## config.mk

```make
export PLATFORM = sky130hd
export DESIGN_NAME = parity_sched
export DESIGN_NICKNAME = d
export VERILOG_FILES = /design/src/rtl/parity_pkg.sv /design/src/rtl/parity_serial_engine.sv /design/src/rtl/parity_sched.sv
export SDC_FILE = /design/constraint.sdc
export NUM_CORES = 1
export LEC_CHECK = 0
export ABC_CLOCK_PERIOD_IN_PS = 2410
export BUFFER_PORTS_ARGS = -buffer_cell sky130_fd_sc_hd__buf_2
export CORE_MARGIN = 1.5
export CORE_UTILIZATION = 50
export DETAILED_ROUTE_END_ITERATION = 10
export GPL_ROUTABILITY_DRIVEN = 1
export HOLD_SLACK_MARGIN = 0.1
export PLACE_DENSITY = 0.83
export REMOVE_ABC_BUFFERS = 1
export SLEW_MARGIN = 20
export SYNTH_ARGS = -nofsm -noshare
export SYNTH_HDL_FRONTEND = slang
export SYNTH_SLANG_ARGS = --single-unit
```

## constraint.sdc

```tcl
create_clock -name clk -period 2.41 [get_ports clk]
set_input_delay 0.1205 -clock clk [delete_from_list [all_inputs] [get_ports clk]]
set_output_delay 0.1205 -clock clk [all_outputs]
set_load 0.005 [all_outputs]
```

## src/rtl/parity_pkg.sv

```systemverilog
// rtl/parity_pkg.sv - shared types and constants for the parity scheduler
package parity_pkg;

    typedef enum logic [1:0] {
        IDLE  = 2'd0,
        SHIFT = 2'd1,
        RESP  = 2'd2
    } state_t;

    localparam logic PAR_EVEN = 1'b0;
    localparam logic PAR_ODD  = 1'b1;

endpackage

```

## src/rtl/parity_serial_engine.sv

```systemverilog
// rtl/parity_serial_engine.sv - bit-serial parity accumulator, one data bit per shift
module parity_serial_engine
    import parity_pkg::*;
#(
    parameter int DATA_W = 8
) (
    input  logic              clk,
    input  logic              rst,
    input  logic              load,
    input  logic              shift,
    input  logic [DATA_W-1:0] load_data,
    output logic [DATA_W-1:0] data,
    output logic              acc,
    output logic              last
);

    localparam int BIT_W = (DATA_W > 1) ? $clog2(DATA_W) : 1;
    localparam int CNT_W = $clog2(DATA_W) + 1;

    logic [CNT_W-1:0] cnt;

    always_ff @(posedge clk or posedge rst) begin
        if (rst) begin
            data <= '0;
            cnt  <= '0;
            acc  <= PAR_EVEN;
        end else if (load) begin
            data <= load_data;
            cnt  <= '0;
            acc  <= PAR_EVEN;
        end else if (shift) begin
            acc <= acc ^ data[cnt[BIT_W-1:0]];
            cnt <= cnt + CNT_W'(1);
        end
    end

    // High while the final bit is being folded in; the FSM leaves SHIFT on it.
    assign last = (cnt == CNT_W'(DATA_W - 1));

endmodule

```

## src/rtl/parity_sched.sv

```systemverilog
// rtl/parity_sched.sv - round-robin scheduler sharing one serial parity engine
module parity_sched
    import parity_pkg::*;
#(
    parameter int N_REQ  = 4,
    parameter int DATA_W = 8
) (
    input  logic                      clk,
    input  logic                      rst,
    input  logic [N_REQ-1:0]          req_valid,
    input  logic [N_REQ*DATA_W-1:0]   req_data,
    output logic [N_REQ-1:0]          req_ready,
    output logic                      rsp_valid,
    input  logic                      rsp_ready,
    output logic [$clog2(N_REQ)-1:0]  rsp_id,
    output logic [DATA_W-1:0]         rsp_data,
    output logic                      rsp_parity,
    output logic                      busy
);

    localparam int ID_W = $clog2(N_REQ);

    state_t            state;
    state_t            next_state;
    logic [ID_W-1:0]   rr_ptr;
    logic [ID_W-1:0]   id_q;
    logic              grant_valid;
    logic [ID_W-1:0]   grant_id;
    logic [DATA_W-1:0] grant_data;
    logic              load;
    logic              shift;
    logic [DATA_W-1:0] eng_data;
    logic              eng_acc;
    logic              eng_last;

    function automatic logic [ID_W-1:0] wrap_idx(input logic [ID_W-1:0] base, input int offs);
        int s;
        s = int'(base) + offs;
        if (s >= N_REQ) s = s - N_REQ;
        return ID_W'(s);
    endfunction

    // First valid requester at or after rr_ptr, wrapping around.
    always_comb begin
        grant_valid = 1'b0;
        grant_id    = '0;
        for (int k = 0; k < N_REQ; k++) begin
            if (!grant_valid && req_valid[wrap_idx(rr_ptr, k)]) begin
                grant_valid = 1'b1;
                grant_id    = wrap_idx(rr_ptr, k);
            end
        end
    end

    assign grant_data = req_data[int'(grant_id)*DATA_W +: DATA_W];

    always_ff @(posedge clk or posedge rst) begin
        if (rst) begin
            state <= IDLE;
        end else begin
            state <= next_state;
        end
    end

    always_comb begin
        next_state = state;
        case (state)
            IDLE:    if (grant_valid) next_state = SHIFT;
            SHIFT:   if (eng_last)    next_state = RESP;
            RESP:    if (rsp_ready)   next_state = IDLE;
            default: next_state = IDLE;
        endcase
    end

    always_comb begin
        req_ready = '0;
        load      = 1'b0;
        shift     = 1'b0;
        rsp_valid = 1'b0;
        busy      = 1'b0;
        case (state)
            IDLE: begin
                load = grant_valid;
                if (grant_valid && !rst) req_ready[grant_id] = 1'b1;
            end
            SHIFT: begin
                shift = 1'b1;
                busy  = 1'b1;
            end
            RESP: begin
                rsp_valid = 1'b1;
                busy      = 1'b1;
            end
            default: ;
        endcase
    end

    always_ff @(posedge clk or posedge rst) begin
        if (rst) begin
            rr_ptr <= '0;
            id_q   <= '0;
        end else if (load) begin
            rr_ptr <= wrap_idx(grant_id, 1);
            id_q   <= grant_id;
        end
    end

    parity_serial_engine #(
        .DATA_W (DATA_W)
    ) u_engine (
        .clk       (clk),
        .rst       (rst),
        .load      (load),
        .shift     (shift),
        .load_data (grant_data),
        .data      (eng_data),
        .acc       (eng_acc),
        .last      (eng_last)
    );

    // Response fields read zero outside RESP; engine state is frozen in RESP.
    assign rsp_id     = rsp_valid ? id_q : '0;
    assign rsp_data   = rsp_valid ? eng_data : '0;
    assign rsp_parity = rsp_valid & eng_acc;

endmodule

```

# == After elaboration in Yosys (flattened, before gate mapping) ==
# Index checks and enable logic that the tools add are counted.
# op_classes
add_sub_neg,10
multipliers,0
n_div,0
order_cmp,12
eq_ne,6
shift,1
mux,41
n_bitwise,2
n_reduce_logical,13
# ops
operator,count
indexed part select 32 x 6 -> 8 bit,1
2-to-1 mux 2 bit,13
2-to-1 mux 1 bit,16
2-to-1 mux 4 bit,4
< comparator 2 x 3 -> 1 bit (second input constant),5
greater-or-equal comparator 3 bit (second input constant),4
subtractor 2 x 1 -> 2 bit (second input constant),5
binary-select mux 1 bit (select 2 bit),4
2-to-1 mux 8 bit,1
adder 2 x 1 -> 3 bit (second input constant),2
adder 2 x 2 -> 3 bit (second input constant),2
!= test 2 bit (second input constant),3
one-hot mux 2 bit (3 select lines),1
logical AND 1 bit,5
adder 4 x 1 -> 4 bit (second input constant),1
equality test 4 x 3 -> 1 bit (second input constant),1
zero test 1 bit,4
< comparator 3 x 4 -> 1 bit (second input constant),1
binary-select mux 1 bit (select 3 bit),1
greater-or-equal comparator 2 x 3 -> 1 bit (second input constant),1
AND reduction 3 bit,1
demux 1 bit (select 2 bit),1
equality test 2 x 1 -> 1 bit (second input constant),1
equality test 2 bit (second input constant),1
other kinds (6),6
# totals
ff_bits,19
latchBits,0
mem_bits_rw,0
rom_bits,0
out_inout_bits,17
n_memories,0

# == Longest topological paths before layout ==
# depth
depth_word,20
depth_mapped,7

# == Cells and area by module ==
# A second synthesis with hierarchy kept.
# unflattened
hier_cells,138
area_unflattened_um2,1416.4
# modules_own_cells
module,instances,cells_per_inst,area_each_um2
parity_sched,1,87,784.5
parity_serial_engine,1,51,631.9

# == Worst setup path before layout ==
# No wires, ideal clock.
# synth_path
kind,reg-to-reg
start,register state[0]
end,register u_engine.data[0]
setup_ps,92
arrival_ps,1527
required_ps,2318
slack_ps,792
path_stages_with_launch,8
synth_period_minus_slack_ps,1618
path_cell_list,dfrtp_1 -> inv_1 -> ha_1 -> nand2b_1 -> buf_6 -> or3_4 -> buf_6 -> o221ai_1
# synth_between
elab_chain_cells,2
# synth_rtl
element,line_no,source
from (decl),parity_sched.sv:23,state_t state;
from (signal assigned),parity_sched.sv:61,state <= next_state;
zero test 2 bit,parity_sched.sv:81,case (state)
2-to-1 mux 1 bit,parity_sched.sv:81,
to (signal assigned),parity_serial_engine.sv:28,data <= load_data;
to (decl),parity_serial_engine.sv:12,"output logic [DATA_W-1:0] data,"
# No other way between the ends.
# A chain may end at the register's enable or synchronous reset.

# == Worst setup path after layout ==
# layout_path
start,register rr_ptr[1]
end,output req_ready[2]
# layout_between
elab_chain_cells,20
word_cells_on_any_way,45
classes_between,add/sub (7); order compare (6); mux (24); reduce/logical (8)
# layout_rtl
element,line_no,source
from (decl),parity_sched.sv:25,logic [ID_W-1:0] rr_ptr;
from (signal assigned),parity_sched.sv:103,"rr_ptr <= wrap_idx(grant_id, 1);"
branches (longest 18 deep; another with adder 2 x 1 -> 3 bit),--,
2-to-1 mux 4 bit *,parity_sched.sv:84,if (grant_valid && !rst) req_ready[grant_id] = 1'b1;
2-to-1 mux 4 bit *,parity_sched.sv:81,
to (decl),parity_sched.sv:12,"output logic [N_REQ-1:0] req_ready,"
# Every way passes the cells marked *. The select of a mux whose other input is x is not followed.

==> qor.yml <==
status: "completed"
place_congestion: 0.818
p_per_area_nw_per_um2: 1030
fin_ws_ns: 0.375
tightest_slew_ns: 0.572
placed_cells: 219
slowest_stage: "dfrtp_1"
synth-simple-area-share: 0.197
port_buffers: 55
cts_buffer_depth: 2
min_path_type: "input port to flip-flop"
synth-seq-cells: 19
nets: 240
layout-drive-gt1-share: 0.345
synthCells: 139
p_leak_nw: 0.869
pin_count: 56
postCtsResizedCells: 0
numClockSinks: 19
worstPathArrival_ns: 1.91
hold_violations: 0
fmax_mhz: 491
finalInstanceArea_sq_um: 1650
chipHeight_microns: 54.5
dieArea_sq_um: 2970
dp_slack_ns: 0.672
area_growth_syn_to_layout_pct: 24.3
fin_util: 0.658
start_util: 0.530
vias: 1227
clock_latency_ns: 0.30
period_needed_ns: 2.04
regArea_sq_um: 475
cts_root_buffer: "clkbuf_4"
die_w_microns: 54.5
n_antenna_cell: 0
syn_area_sq_um: 1320
cpPeakStageDelay_ns: 0.45
yosysWarningCount: 0
placed_cell_area_sq_um: 1610
max_slew_margin: 0.616
drt_iter0_drc: 16
core_sq_um: 2500
path_max_fanout: 22
skew_ns: 0.00719
setup_tns_ns: 0
syn_avg_cell_area_sq_um: 9.52
multi_input_area_sq_um: 767
rows: 18
muxShareOfSynthArea: 0.179
drv_cap: 0
finalSetupViolations: 0
grt_pass1_wl_microns: 4970
finalCritPeriodShare: 0.845
wire_per_inst_microns: 13.9
whs_ns: 0.138
rsz0062_at_grt: "false"
synth_top_family_by_area: "simple AND/OR/NAND/NOR gates"
first_global_vias: 1161
clk_pin_slew_ns: 0.12
cts_tree: "yes"
vdd_drop_max_mv: 0.690
crit_path_end_kind: "output port"
crit_type: "flip-flop to output port"
synth_fa_ha_area_frac: 0.0567
htreeDepth: 1
synth-edff-count: 0
overflow: 0
dr.pass1.iters: 4
finalPower_mw: 1.70
fin_cells: 224
cp_cell_sequence: "a21oi_1, o21ai_0, o2bb2a_1, buf_4, nor4b_1, buf_2"
path_buf_inv: 2
final.fill_count: 207
grt_max_degree: 23
synth-seq-area-share: 0.359
grt.total_usage: 0.232
synth-async-reset-ratio: 1.00
ant_nets: 0
wirelength_microns: 3100
synth_cell_types: 30
antenna_found_initial: 0
critical-path-top-delay-family: "buffers and inverters"
synth_compound_area_frac: 0.114
drc: 0
routed_via_density: 5.48
cts_buffers: 3
yosys.area_share.xor_xnor: 0.0331
synth_top_flop_cell: "dfrtp_1"
crit_required_ns: 2.29
worstSetupStartpointType: "flip-flop"
drv_slew: 0
dp_hpwl_microns: 2360
==> routing by layer <==
metal / vias to the layer above / global-route usage / share of wire
met5: - / 0 / 0
met4: 0 / 0.0625 / 0.0068
met3: 2 / 0.0383 / 0.049
met2: 47 / 0.420 / 0.52
met1: 577 / 0.283 / 0.43
li1: 601 / - / -
==> cell type report <==
| class | instances | share of cell area |
|---|---|---|
| clock buffer | 3 | 0.0137 |
| clock inverter | 1 | 0.00304 |
| inverter | 6 | 0.0137 |
| multi-input combinational | 105 | 0.466 |
| sequential | 19 | 0.289 |
| tap | 30 | 0.0228 |
| timing repair buffer | 60 | 0.192 |
==> path summary, 6_finish.rpt <==
path	from	endpoint	slack, ns	depth (start not counted)
worst min register to register	id_q[0]$_DFFE_PP0P_	id_q[0]$_DFFE_PP0P_	0.50	2
max in group asynchronous	rst	u_engine.cnt[2]$_DFFE_PP0P_	1.74	4
worst max-delay path	rr_ptr[1]$_DFFE_PP0P_	req_ready[2]	0.37	6
worst max register to register	state[1]$_DFFE_PP0P_	u_engine.data[1]$_DFFE_PP0P_	0.63	5
worst min-delay path	req_data[7]	u_engine.data[7]$_DFFE_PP0P_	0.14	3
min in group asynchronous	rst	id_q[0]$_DFFE_PP0P_	0.45	4
==> kinds of logic (layout without fill, tap and decap cells) <==
kind of cell / count (synthesis) / in the layout
xor gates and xnor gates: 5 / 5
AOI/OAI and AO/OA: 22 / 22
muxes: 21 / 21
adders and majority gates: 6 / 6
buffers and inverters: 15 / 70
DFF: 19 / 19
and+or+nand+nor: 51 / 51
==> report_power, final <==
part           switching (mW)  internal [mW]
clock network           0.101         0.0617
logic                   0.495          0.456
registers               0.126          0.460
==> Yosys cell counts, types with 3 or more instances <==
cell type,number,area (sq um)
a21oi_1,4,20.0
and2_1,11,68.8
clkbuf_1,3,11.3
dfrtp_1,19,475
ha_1,6,75.1
inv_1,6,22.5
mux2i_1,18,180
nand2_1,22,82.6
nor2_1,7,26.3
o21ai_0,6,30.0
o221ai_1,8,70.1
xor2_1,3,26.3
==> timing repair <==
| action | 4_1_cts | 5_1_grt |
|---|---|---|
| setup buffers | 0 | 0 |
| hold buffers | 1 | 0 |
| endpoints found under the setup margin | 0 | 0 |
| endpoints found under the hold margin | 19 | 0 |
==> state kept, by name (all words and copies together) (netlist names) <==
signal	cells
id_q	2
u_engine.acc	1
u_engine.cnt	4
rr_ptr	2
state	2
u_engine.data	8
==> tightest hold or removal path, delay by kind of cell <==
| kind | cells | cell delay, ns |
|---|---|---|
| AO/OA/AOI/OAI | 1 | 0.15 |
| multiplexers | 1 | 0.05 |
| buffers and inverters | 1 | 0.07 |
==> placed cells by master, fill, tap and decap left out, types with 2 or more instances in the layout <==
cell,count
a21oi_1,4
and2_1,11
buf_2,55
buf_4,4
clkbuf_4,3
dfrtp_1,19
ha_1,6
inv_1,6
mux2i_1,18
mux4_2,2
nand2_1,22
nand2b_1,2
nor2_1,7
nor4_1,2
nor4b_1,2
o21ai_0,6
o221ai_1,8
xnor2_1,2
xor2_1,3
No activity file was read; power rests on OpenSTA's default activity.
